**src/rtl/mips_cpu_hilo_pkg.sv**
```systemverilog
// Shared HI/LO unit definitions: operation codes, FSM states and divide length.
// Also imported by the execute-stage decoder.
package mips_cpu_hilo_pkg;
    typedef enum logic [2:0] {
        OP_NONE = 3'd0,
        OP_DIV  = 3'd1,
        OP_DIVU = 3'd2,
        OP_MTHI = 3'd3,
        OP_MTLO = 3'd4
    } hilo_op_t;

    typedef enum logic [1:0] {
        ST_IDLE,
        ST_PREP,
        ST_RUN,
        ST_FIX
    } hilo_state_t;

    localparam int DIV_ITERS = 32;
endpackage

```
**src/rtl/mips_cpu_divcore.sv**
```systemverilog
// Unsigned 32-bit restoring divider, one quotient bit per cycle.
// The first iteration happens on the start edge, using the input operands directly.
module mips_cpu_divcore #(
    parameter int ITERS = mips_cpu_hilo_pkg::DIV_ITERS
) (
    input  logic        clk,
    input  logic        reset,
    input  logic        start,
    input  logic [31:0] dividend,
    input  logic [31:0] divisor,
    output logic [31:0] q,
    output logic [31:0] r,
    output logic        done
);
    logic [31:0] acc_q, quo_q, dvs_q;
    logic [31:0] acc_d, quo_d;
    logic [31:0] acc_in, quo_in, dvs_in;
    logic [32:0] acc_sh, diff;
    logic [5:0]  cnt_q;
    logic        run_q, done_q;

    // Remainder is always below the divisor, so a 33-bit trial subtract
    // borrows (bit 32 set) exactly when the shifted accumulator is too small.
    always_comb begin
        acc_in = start ? 32'd0    : acc_q;
        quo_in = start ? dividend : quo_q;
        dvs_in = start ? divisor  : dvs_q;
        acc_sh = {acc_in, quo_in[31]};
        diff   = acc_sh - {1'b0, dvs_in};
        acc_d  = diff[32] ? acc_sh[31:0] : diff[31:0];
        quo_d  = {quo_in[30:0], ~diff[32]};
    end

    always_ff @(posedge clk) begin
        if (reset) begin
            acc_q  <= '0;
            quo_q  <= '0;
            dvs_q  <= '0;
            cnt_q  <= '0;
            run_q  <= 1'b0;
            done_q <= 1'b0;
        end else begin
            done_q <= 1'b0;
            if (start) begin
                acc_q <= acc_d;
                quo_q <= quo_d;
                dvs_q <= divisor;
                cnt_q <= 6'd1;
                run_q <= 1'b1;
            end else if (run_q) begin
                acc_q <= acc_d;
                quo_q <= quo_d;
                cnt_q <= cnt_q + 6'd1;
                if (cnt_q == 6'(ITERS - 1)) begin
                    run_q  <= 1'b0;
                    cnt_q  <= '0;
                    done_q <= 1'b1;
                end
            end
        end
    end

    assign q    = quo_q;
    assign r    = acc_q;
    assign done = done_q;
endmodule

```
**src/rtl/mips_cpu_hilo_div.sv**
```systemverilog
// HI/LO register unit: MTHI/MTLO writes and iterative DIV/DIVU with sign fix-up.
// busy is a registered copy of (state != IDLE); the CPU stalls on it.
module mips_cpu_hilo_div #(
    parameter int DIV_ITERS = mips_cpu_hilo_pkg::DIV_ITERS
) (
    input  logic        clk,
    input  logic        reset,
    input  logic        op_valid,
    input  logic [2:0]  op,
    input  logic [31:0] rs_data,
    input  logic [31:0] rt_data,
    output logic        busy,
    output logic [31:0] hi,
    output logic [31:0] lo,
    output logic        dbz
);
    import mips_cpu_hilo_pkg::*;

    hilo_state_t state_q;
    logic [31:0] hi_q, lo_q, a_q, b_q;
    logic        busy_q, dbz_q, sgn_q, q_neg_q, r_neg_q;
    logic [31:0] mag_a, mag_b, core_q, core_r;
    logic        core_start, core_done;

    assign mag_a      = (sgn_q && a_q[31]) ? -a_q : a_q;
    assign mag_b      = (sgn_q && b_q[31]) ? -b_q : b_q;
    assign core_start = (state_q == ST_PREP) && (b_q != 32'd0);

    mips_cpu_divcore #(.ITERS(DIV_ITERS)) u_core (
        .clk      (clk),
        .reset    (reset),
        .start    (core_start),
        .dividend (mag_a),
        .divisor  (mag_b),
        .q        (core_q),
        .r        (core_r),
        .done     (core_done)
    );

    always_ff @(posedge clk) begin
        if (reset) begin
            state_q <= ST_IDLE;
            hi_q    <= '0;
            lo_q    <= '0;
            a_q     <= '0;
            b_q     <= '0;
            busy_q  <= 1'b0;
            dbz_q   <= 1'b0;
            sgn_q   <= 1'b0;
            q_neg_q <= 1'b0;
            r_neg_q <= 1'b0;
        end else begin
            dbz_q <= 1'b0;
            case (state_q)
                ST_IDLE: if (op_valid) begin
                    case (hilo_op_t'(op))
                        OP_MTHI: hi_q <= rs_data;
                        OP_MTLO: lo_q <= rs_data;
                        OP_DIV, OP_DIVU: begin
                            a_q     <= rs_data;
                            b_q     <= rt_data;
                            sgn_q   <= (hilo_op_t'(op) == OP_DIV);
                            state_q <= ST_PREP;
                            busy_q  <= 1'b1;
                        end
                        default: ;
                    endcase
                end
                ST_PREP: begin
                    if (b_q == 32'd0) begin
                        state_q <= ST_IDLE;
                        busy_q  <= 1'b0;
                        dbz_q   <= 1'b1;
                    end else begin
                        q_neg_q <= sgn_q & (a_q[31] ^ b_q[31]);
                        r_neg_q <= sgn_q & a_q[31];
                        state_q <= ST_RUN;
                    end
                end
                ST_RUN: if (core_done) state_q <= ST_FIX;
                ST_FIX: begin
                    lo_q    <= q_neg_q ? -core_q : core_q;
                    hi_q    <= r_neg_q ? -core_r : core_r;
                    state_q <= ST_IDLE;
                    busy_q  <= 1'b0;
                end
                default: state_q <= ST_IDLE;
            endcase
        end
    end

    assign busy = busy_q;
    assign hi   = hi_q;
    assign lo   = lo_q;
    assign dbz  = dbz_q;
endmodule

```
**config.mk**
```make
export PLATFORM = sky130hd
export DESIGN_NAME = mips_cpu_hilo_div
export DESIGN_NICKNAME = d
export VERILOG_FILES = /design/src/rtl/mips_cpu_hilo_pkg.sv /design/src/rtl/mips_cpu_divcore.sv /design/src/rtl/mips_cpu_hilo_div.sv
export SDC_FILE = /design/constraint.sdc
export NUM_CORES = 1
export LEC_CHECK = 0
export ABC_AREA = 1
export CORE_MARGIN = 2
export CORE_UTILIZATION = 59
export DETAILED_ROUTE_END_ITERATION = 8
export GPL_TIMING_DRIVEN = 1
export PLACE_DENSITY = 0.9
export SYNTH_ARGS = -nofsm -noshare
export SYNTH_HDL_FRONTEND = slang
export SYNTH_SLANG_ARGS = --single-unit
```
**constraint.sdc**
```tcl
create_clock -name clk -period 5.14 [get_ports clk]
set_input_delay 1.028 -clock clk [delete_from_list [all_inputs] [get_ports clk]]
set_output_delay 1.028 -clock clk [all_outputs]
set_load 0.05 [all_outputs]
```
======== Word-level counts from Yosys, hierarchy flattened ========
Index checks and enable logic that the tools add are counted.
operators by class
  add/subtract/negate cells ............... 6
  equality and inequality tests ........... 14
  mux-type cells .......................... 35
  bitwise gates (word level) .............. 7
  reduce and logical (&&, ||, !) cells .... 19
operator list
  cell                 count
  $mux 32              16
  $neg 32->32          4
  $pmux 32 s2          2
  $sub 33x32->33       1
  $logic_not 32->1     1
  $reduce_bool 32->1   1
  $reduce_and 3->1     4
  $mux 1               10
  $ne 2x1->1 const B   5
  $mux 2               4
  $pmux 2 s4           1
  $add 6x1->6 const B  1
  $eq 3x2->1 const B   2
  $eq 6x5->1 const B   1
  $mux 6               1
  $reduce_or 2->1      3
  $eq 2x2->1 const B   2
  $not 1->1            4
  $reduce_and 4->1     1
  $reduce_bool 2->1    2
  $eq 3x1->1 const B   1
  $eq 3x3->1 const B   1
  $logic_and 1x1->1    3
  $pmux 1 s3           1
  8 further kinds      9
storage, ports and cells
  register bits after elaboration ......... 239
  input bits .............................. 70
  output and inout port bits .............. 66
  logic and storage cells ................. 98

======== Depth between registers and ports, before layout ========
Gate-level depths: netlist (run 1).
  depth after elaboration ................. 7
  depth in mapped cells ................... 32

======== Cells and area by module ========
From an unflattened synthesis (run 1), not the netlist that was laid out.
second synthesis, totals
  cell total of the unflattened synthesis .. 2554
  area total of the unflattened synthesis .. 15952.8 um2
modules (own cells, without submodules)
  module             times used  cells each  area an instance (um2)  seq. area each (um2)
  mips_cpu_hilo_div  1           1470        8979.9                  2702.6
  mips_cpu_divcore   1           1084        6972.9                  2082.0

======== Worst setup path before layout (run 1) ========
OpenSTA, ideal clock, no wires.
  path kind ............................... flip-flop to flip-flop
  from .................................... reg b_q[0]
  to ...................................... reg u_core.acc_q[22] (netlist: u_core.r[22])
  setup time .............................. 66 ps
  data arrival time ....................... 3860 ps
  data required time ...................... 5074 ps
  path slack .............................. 1213 ps
  stages on the path, launching flop included .. 25
  path buffers ............................ 4
  cells stage by stage .................... dfxtp_1 inv_1 ha_1 nand2_2 nor2_4 nand2_2 o21ai_4 inv_2 clkbuf_1 clkbuf_1 clkbuf_1 nor2_1 ha_1 a21oi_1 inv_1 a31oi_1 o21ai_0 nand3_1 nand2_1 a21oi_1 nand3_2 nand2_8 buf_6 nand2_2 a21oi_2
between the ends
  longest elaborated chain between the ends .. 7
  elaborated cells between the ends (all ways) .. 12
  those cells by class .................... add/sub (2); mux (7); reduce/logical (3)
ends and longest elaborated chain
  element                                                   line                                                                    text
  from (decl)                                               mips_cpu_hilo_div.sv:20                                                 logic [31:0] hi_q, lo_q, a_q, b_q;
  from (signal assigned)                                    mips_cpu_hilo_div.sv:61                                                 b_q <= rt_data;
  $neg 32->32 / $reduce_bool 32->1 (equally long branches)  mips_cpu_hilo_div.sv:26, mips_cpu_hilo_div.sv:27
  $mux 32 / $logic_and 1x1->1 (equally long branches)       mips_cpu_hilo_div.sv:26, mips_cpu_hilo_div.sv:27
  $mux 32, on equally long branches                         mips_cpu_divcore.sv:27, mips_cpu_divcore.sv:25, mips_cpu_divcore.sv:26
  $sub 33x32->33                                            mips_cpu_divcore.sv:29                                                  diff = acc_sh - {1'b0, dvs_in};
  $mux 32                                                   mips_cpu_divcore.sv:30                                                  acc_d = diff[32] ? acc_sh[31:0] : diff[31:0];
  $mux 32                                                   mips_cpu_divcore.sv:50                                                  end else if (run_q) begin
  $mux 32                                                   mips_cpu_divcore.sv:44                                                  if (start) begin
  to (signal assigned)                                      mips_cpu_divcore.sv:36                                                  acc_q <= '0;
  to (signal assigned)                                      mips_cpu_divcore.sv:45                                                  acc_q <= acc_d;
  to (signal assigned)                                      mips_cpu_divcore.sv:51                                                  acc_q <= acc_d;
  to (decl)                                                 mips_cpu_divcore.sv:15                                                  logic [31:0] acc_q, quo_q, dvs_q;
Parallel ways exist; a longest one is shown, timed or not. The select of a mux whose other input is x is not followed.
A chain may end at the register's enable or synchronous reset.

======== Worst setup path in the final report (run 1) ========
  from .................................... reg a_q[0]
  to ...................................... reg u_core.quo_q[0] (netlist: u_core.q[0])
between the ends
  longest elaborated chain between the ends .. 7
ends and longest elaborated chain
  element                 line                     text
  from (decl)             mips_cpu_hilo_div.sv:20
  from (signal assigned)  mips_cpu_hilo_div.sv:60  a_q <= rs_data;
  $neg 32->32 (*)         mips_cpu_hilo_div.sv:25  assign mag_a = (sgn_q && a_q[31]) ? -a_q : a_q;
  $mux 32 (*)             mips_cpu_hilo_div.sv:25
  $mux 32 (*)             mips_cpu_divcore.sv:26   quo_in = start ? dividend : quo_q;
  $sub 33x32->33 (*)      mips_cpu_divcore.sv:29
  $not 1->1 (*)           mips_cpu_divcore.sv:31   quo_d = {quo_in[30:0], ~diff[32]};
  $mux 32                 mips_cpu_divcore.sv:50
  $mux 32 (*)             mips_cpu_divcore.sv:44
  to (signal assigned)    mips_cpu_divcore.sv:46   quo_q <= quo_d;
  to (signal assigned)    mips_cpu_divcore.sv:52   quo_q <= quo_d;
  to (decl)               mips_cpu_divcore.sv:15
Every way passes the cells marked *; elsewhere a longest branch is shown, timed or not. The select of a mux whose other input is x is not followed.

==> flow_metrics.py, run 1 <==
metrics = {
    "pwr": {
        "p_total_w": 0.0105,
        "p_leak_nw": 7.27,
        "ir_drop_mv": 0.591,
        "power_density_nw_per_um2": 612,
    },
    "routing": {
        "vias_per_cell": 5.93,
        "routedWlPerCell_um": 18.3,
        "drt_pre_antenna_iters": 7,
        "wl_um": 49600,
        "drc": 0,
        "routed-via-count": 16061,
        "final_antenna_net_count": 0,
        "drt_iter0_markers": 1881,
    },
    "clock_network": {
        "cts-htree-levels": 1,
        "cts_tree": "yes",
        "insertion_delay_ns": 0.56,
        "cts_setup_buffers": 0,
        "cts-root-buf": "clkbuf_16",
        "cts.sinks": 239,
        "cts.repair.resized": 0,
        "cts_max_path_buffers": 3,
        "hold_buffers": 0,
        "cts_inserted_buffers": 27,
        "clkTransAtPathRegs_ns": 0.06,
    },
    "synth": {
        "syn_avg_cell_area_um2": 6.42,
        "yosysSeqAreaShare": 0.325,
        "synth_edf_count": 0,
        "ys_ff_latch": 239,
        "syn_inst": 2295,
        "synth_area_leaders": "dfxtp_1 (32%), nand2_1 (11%), nor2_1 (8.8%)",
        "syn_nets": 2402,
        "yosysMostFrequentCell": "nand2_1",
        "synth_top_area_frac": 0.325,
        "yosysWarnings": 0,
        "syn_area_um2": 14700,
        "synth_top_area_cell": "dfxtp_1",
        "yosysUniqueCellTypes": 52,
        "synth_common_cells": "nand2_1 (446), nor2_1 (347), o21ai_0 (253)",
        "yosys_most_used_dff": "dfxtp_1",
        "async_flop_share": 0,
    },
    "sta": {
        "worstMarginPinSlew_ns": 1.08,
        "max_slew_margin": 0.282,
        "finalCritPeriodShare": 0.910,
        "fin_ws_ns": 0.465,
        "skew_ns": 0.0176,
        "rsz0062_at_grt": "false",
        "finalMaxSlewViolations": 0,
        "fin_tns_setup_ns": 0,
        "hold_viol": 0,
        "finalSetupViolCount": 0,
        "max_freq_mhz": 214,
        "final.min_clock_period_ns": 4.68,
    },
    "global_routing": {
        "overflow": 0,
        "grt_use_met1": 0.465,
        "antenna_found_initial": 0,
        "grt-busiest-layer": "met2",
        "grt_pass1_wl_um": 78500,
        "gr-usage-met2": 0.623,
        "grtUsageMet3": 0.0437,
        "grt_pass1_vias": 15239,
        "grt_util_all_layers": 0.370,
        "grt_max_degree": 73,
    },
    "placement": {
        "gp_congestion": 1.04,
        "place_inst": 2658,
        "post_dp_cell_area_um2": 16200,
        "dp_hpwl_um": 36500,
        "place_ws_ns": 0.449,
        "portBuffers": 135,
    },
    "status": {
        "outcome": "finished clean",
    },
    "flow_run": {
        "drv_cap": 0,
    },
    "die": {
        "design.die.area_um2": 26200,
        "core_um2": 24400,
        "die_y_um": 162,
        "die_w_um": 162,
        "rows": 57,
        "top_level_ports": 136,
        "initial_utilization": 0.604,
    },
    "worst_hold_path": {
        "holdCritPathClass": "reg2reg",
    },
    "critical_path": {
        "cp.required_ns": 5.58,
        "cpMostUsedCell": "nand3_1",
        "cp-start-kind": "register",
        "cp-end-kind": "register",
        "arrival_ns": 5.12,
        "max_stage_delay_ns": 0.42,
        "critPathKind": "reg2reg",
        "critical_path.max_fanout": 24,
        "crit_slowest_cell": "fa_1",
    },
    "final_layout": {
        "area_growth_pct": 16.3,
        "stdcell_area_um2": 17100,
        "nets": 2470,
        "fin_cells": 2707,
        "fillerInstances": 2084,
        "drive_gt1_frac": 0.0579,
        "antenna_cells": 0,
    },
}
registers in the layout, summed over array words and instances, names as in the netlist, 6 cells and up, named ones only:
signal / count
b_q: 32
u_core.dvs_q: 32
u_core.cnt_q: 6
a_q: 32
u_core.r: 32
lo: 32
hi: 32
u_core.q: 32
layout make-up:
| class | instances | area [um2] | area share |
|---|---|---|---|
| Clock buffer | 34 | 752 | 0.0439 |
| Sequential cell | 239 | 4780 | 0.279 |
| Clock inverter | 15 | 181 | 0.0106 |
| Tap cell | 324 | 405 | 0.0237 |
| Timing Repair Buffer | 151 | 1490 | 0.0872 |
| Inverter | 217 | 815 | 0.0476 |
| Multi-Input combinational cell | 1727 | 8690 | 0.508 |
routing by layer:
layer	share of wire	vias to the layer above
met5	0	-
met2	0.46	873
met1	0.39	7302
li1	-	7717
met3	0.086	169
met4	0.058	0
worst max-delay path: cells and delay by family, from the launching register on:
| family | cells | cell delay (ns) |
|---|---|---|
| and+or+nand+nor | 23 | 2.99 |
| adders and majority gates | 2 | 0.63 |
| AOI/OAI and AO/OA | 2 | 0.36 |
| DFF | 1 | 0.32 |
| buffers and inverters | 3 | 0.26 |
where the power goes:
| group | leakage (nW) | internal [W] | switching, W |
|---|---|---|---|
| combinational | 4.85 | 0.00181 | 0.00422 |
| clock | 0.466 | 0.00120 | 0.000829 |
| sequential | 1.95 | 0.00212 | 0.000296 |
| total | 7.27 | 0.00513 | 0.00535 |
through the flow:
step	hold WS [ns]	util
after floorplan	0.451	-
after global placement	0.455	0.663
after detailed placement	0.471	0.663
after CTS	0.479	0.701
after global routing	0.505	0.702
final	0.479	0.702
logic make-up (layout without fill, tap and decap cells):
family	count (synthesis)	in the layout	synth area share
and+or+nand+nor	1076	1076	0.313
AOI/OAI and AO/OA	538	538	0.198
buffers and inverters	329	417	0.0873
DFF	239	239	0.325
xor gates and xnor gates	76	76	0.0452
adders and majority gates	37	37	0.0319
final timing paths:
path                            startpoint     endpoint  slack (ns)  cells past startpoint
worst min register to register        busy         busy        0.48                      2
worst min-delay path                  busy         busy        0.48                      2
worst max-delay path                a_q[0]  u_core.q[0]        0.46                     30
worst max register to register      a_q[0]  u_core.q[0]        0.46                     30
layout by cell type (no fill, tap or decap), types with 6 or more instances in the layout:
master,count
nand4_1,14
inv_2,7
buf_4,15
nand3_2,6
xor2_1,61
clkbuf_16,27
nand3_1,168
clkdlybuf4s50_1,134
nor3_2,8
nor4_1,7
clkinv_2,7
xnor2_1,15
ha_1,36
nor2_1,342
nand2_2,17
inv_1,208
a31oi_1,58
nor3_1,36
nand2_1,445
o21ai_0,253
a21oi_1,176
a21oi_2,12
o21a_1,6
dfxtp_1,239
nand3b_1,7
Power figures use the tool's default switching activity.
==> run 2, diff against run 1 <==
--- a/config.mk
+++ b/config.mk
@@ -7,10 +7,12 @@
 export LEC_CHECK = 0
 export ABC_AREA = 1
 export CORE_MARGIN = 2
-export CORE_UTILIZATION = 59
+export CORE_UTILIZATION = 60
 export DETAILED_ROUTE_END_ITERATION = 8
+export DONT_BUFFER_PORTS = 1
 export GPL_TIMING_DRIVEN = 1
-export PLACE_DENSITY = 0.9
+export PLACE_DENSITY = 0.84
+export RECOVER_POWER = 25
 export SYNTH_ARGS = -nofsm -noshare
 export SYNTH_HDL_FRONTEND = slang
 export SYNTH_SLANG_ARGS = --single-unit
==> flow_metrics.py, run 2 (synthesis results as in run 1) <==
metrics = {
    "status": {
        "outcome": "complete, but fails checks",
        "failed_checks": "capacitance limit, slew limit",
    },
    "critical_path": {
        "crit_slowest_cell": "o21ai_0",
        "cp-end-kind": "register",
        "cp.required_ns": 5.56,
        "max_stage_delay_ns": 0.39,
        "arrival_ns": 5.14,
        "crit_family": "compound AO/OA/AOI/OAI gates",
        "critical_path.max_fanout": 25,
        "cp-start-kind": "register",
        "critPathKind": "reg2reg",
        "path_cells": "inv_1 > ha_1 > nand2_2 > nor2_1 > nand2_1 > o21ai_4 > inv_2 > buf_4 > o21ai_0 > ha_1 > a21oi_1 > inv_1 > a31oi_1 > o21ai_0 > nand3_1 > nand2_1 > a21oi_1 > nand3_2 > nand2_8 > nand2_2 > o21bai_1 > nor2_1",
        "crit_buf_inv": 4,
    },
    "die": {
        "initial_utilization": 0.609,
        "design.die.area_um2": 25800,
        "die_w_um": 161,
        "top_level_ports": 136,
        "rows": 57,
        "core_um2": 24200,
        "die_y_um": 161,
    },
    "sta": {
        "max_slew_margin": -0.296,
        "rsz0062_at_grt": "false",
        "max_freq_mhz": 212,
        "finalSetupViolCount": 0,
        "worstMarginPinSlew_ns": 1.94,
        "fin_tns_setup_ns": 0,
        "skew_ns": 0.0250,
        "finalMaxSlewViolations": 154,
        "final.min_clock_period_ns": 4.72,
        "finalCritPeriodShare": 0.919,
        "hold_viol": 0,
    },
    "clock_network": {
        "hold_buffers": 0,
        "cts.repair.resized": 0,
        "clkTransAtPathRegs_ns": 0.06,
        "cts_max_path_buffers": 3,
        "cts_tree": "yes",
        "cts_setup_buffers": 0,
        "cts.sinks": 239,
        "insertion_delay_ns": 0.55,
        "cts-htree-levels": 1,
        "cts_inserted_buffers": 26,
        "cts-root-buf": "clkbuf_16",
    },
    "final_layout": {
        "antenna_cells": 0,
        "area_growth_pct": 6.09,
        "mostFrequentLayoutCells": "nand2_1 (446), nor2_1 (345), o21ai_0 (253), dfxtp_1 (239), inv_1 (209)",
        "fillerInstances": 2225,
        "fin_util": 0.646,
        "final_common_cell": "nand2_1",
        "regArea_um2": 4780,
        "drive_gt1_frac": 0.0535,
        "multi_input_comb_area_um2": 8680,
        "nets": 2333,
    },
    "placement": {
        "gp_congestion": 1.01,
        "dp_hpwl_um": 35100,
        "portBuffers": 0,
    },
    "global_routing": {
        "grt_pass1_vias": 14539,
        "grt_pass1_wl_um": 76200,
        "grt_util_all_layers": 0.366,
        "antenna_found_initial": 0,
        "grt_max_degree": 134,
        "overflow": 0,
    },
    "pwr": {
        "p_leak_nw": 6.69,
        "ir_drop_mv": 0.601,
        "power_density_nw_per_um2": 646,
    },
    "worst_hold_path": {
        "holdCritPathClass": "reg2reg",
    },
    "routing": {
        "vias_per_cell": 5.98,
        "drc": 0,
        "routedWlPerCell_um": 18.6,
        "final_antenna_net_count": 0,
        "wl_um": 47600,
        "drt_iter0_markers": 1772,
        "routed-via-count": 15367,
        "drt_pre_antenna_iters": 8,
    },
    "flow_run": {
        "drv_cap": 3,
    },
}
[run 2: cell count changes in the layout (fill, tap and decap cells not counted), sizes merged]
cell           before  now
buf                17   13
clkinv              9    6
inv               219  216
bufinv              3    1
clkbuf             34   41
clkdlybuf4s50     134    0
[run 2: worst min-delay path, stage by stage (launching register included)]
cell and delay [ns]:
dfxtp_1 0.32, nand2_1 0.06, a21oi_1 0.06
[run 2: power breakdown]
group          total [W]  internal (W)  switching (W)
sequential       0.00250       0.00212       0.000376
clock            0.00183       0.00106       0.000774
combinational    0.00577       0.00173        0.00404
total             0.0101       0.00491        0.00519
[run 2: area by class of cell]
type | instances | share of cell area
tap | 324 | 0.0259
timing repair buffer | 15 | 0.00753
sequential | 239 | 0.306
clock inverter | 7 | 0.00496
inverter | 217 | 0.0521
clock buffer | 39 | 0.0480
multi-input combinational | 1727 | 0.555
[run 2: through the flow]
| step | worst slack (ns) | power (W) | cells | instance area [um2] | hold WS (ns) |
|---|---|---|---|---|---|
| global placement | 0.592 | 0.00799 | 2522 | 14800 | 0.468 |
| floorplan | 1.21 | 0.00678 | 2295 | 14700 | 0.451 |
| finish | 0.418 | 0.0101 | 2568 | 15600 | 0.494 |
| global route | 0.0206 | 0.0108 | 2568 | 15600 | 0.508 |
| detailed placement | 0.527 | 0.00804 | 2522 | 14800 | 0.475 |
| CTS | 0.395 | 0.00989 | 2568 | 15600 | 0.484 |
[run 2: worst paths after layout]
| kind | startpoint | to | slack, ns | cells after the start |
|---|---|---|---|---|
| min reg2reg | u_core.q[5] | u_core.q[5] | 0.49 | 2 |
| min | u_core.q[5] | u_core.q[5] | 0.49 | 2 |
| max reg2reg | b_q[1] | u_core.r[4] | 0.42 | 22 |
| max | b_q[1] | u_core.r[4] | 0.42 | 22 |
[run 2: routing by layer]
layer	track usage	wire (um)
met5	0	0
met4	0.183	2810
met3	0.0529	4260
met2	0.621	21800
met1	0.455	18800
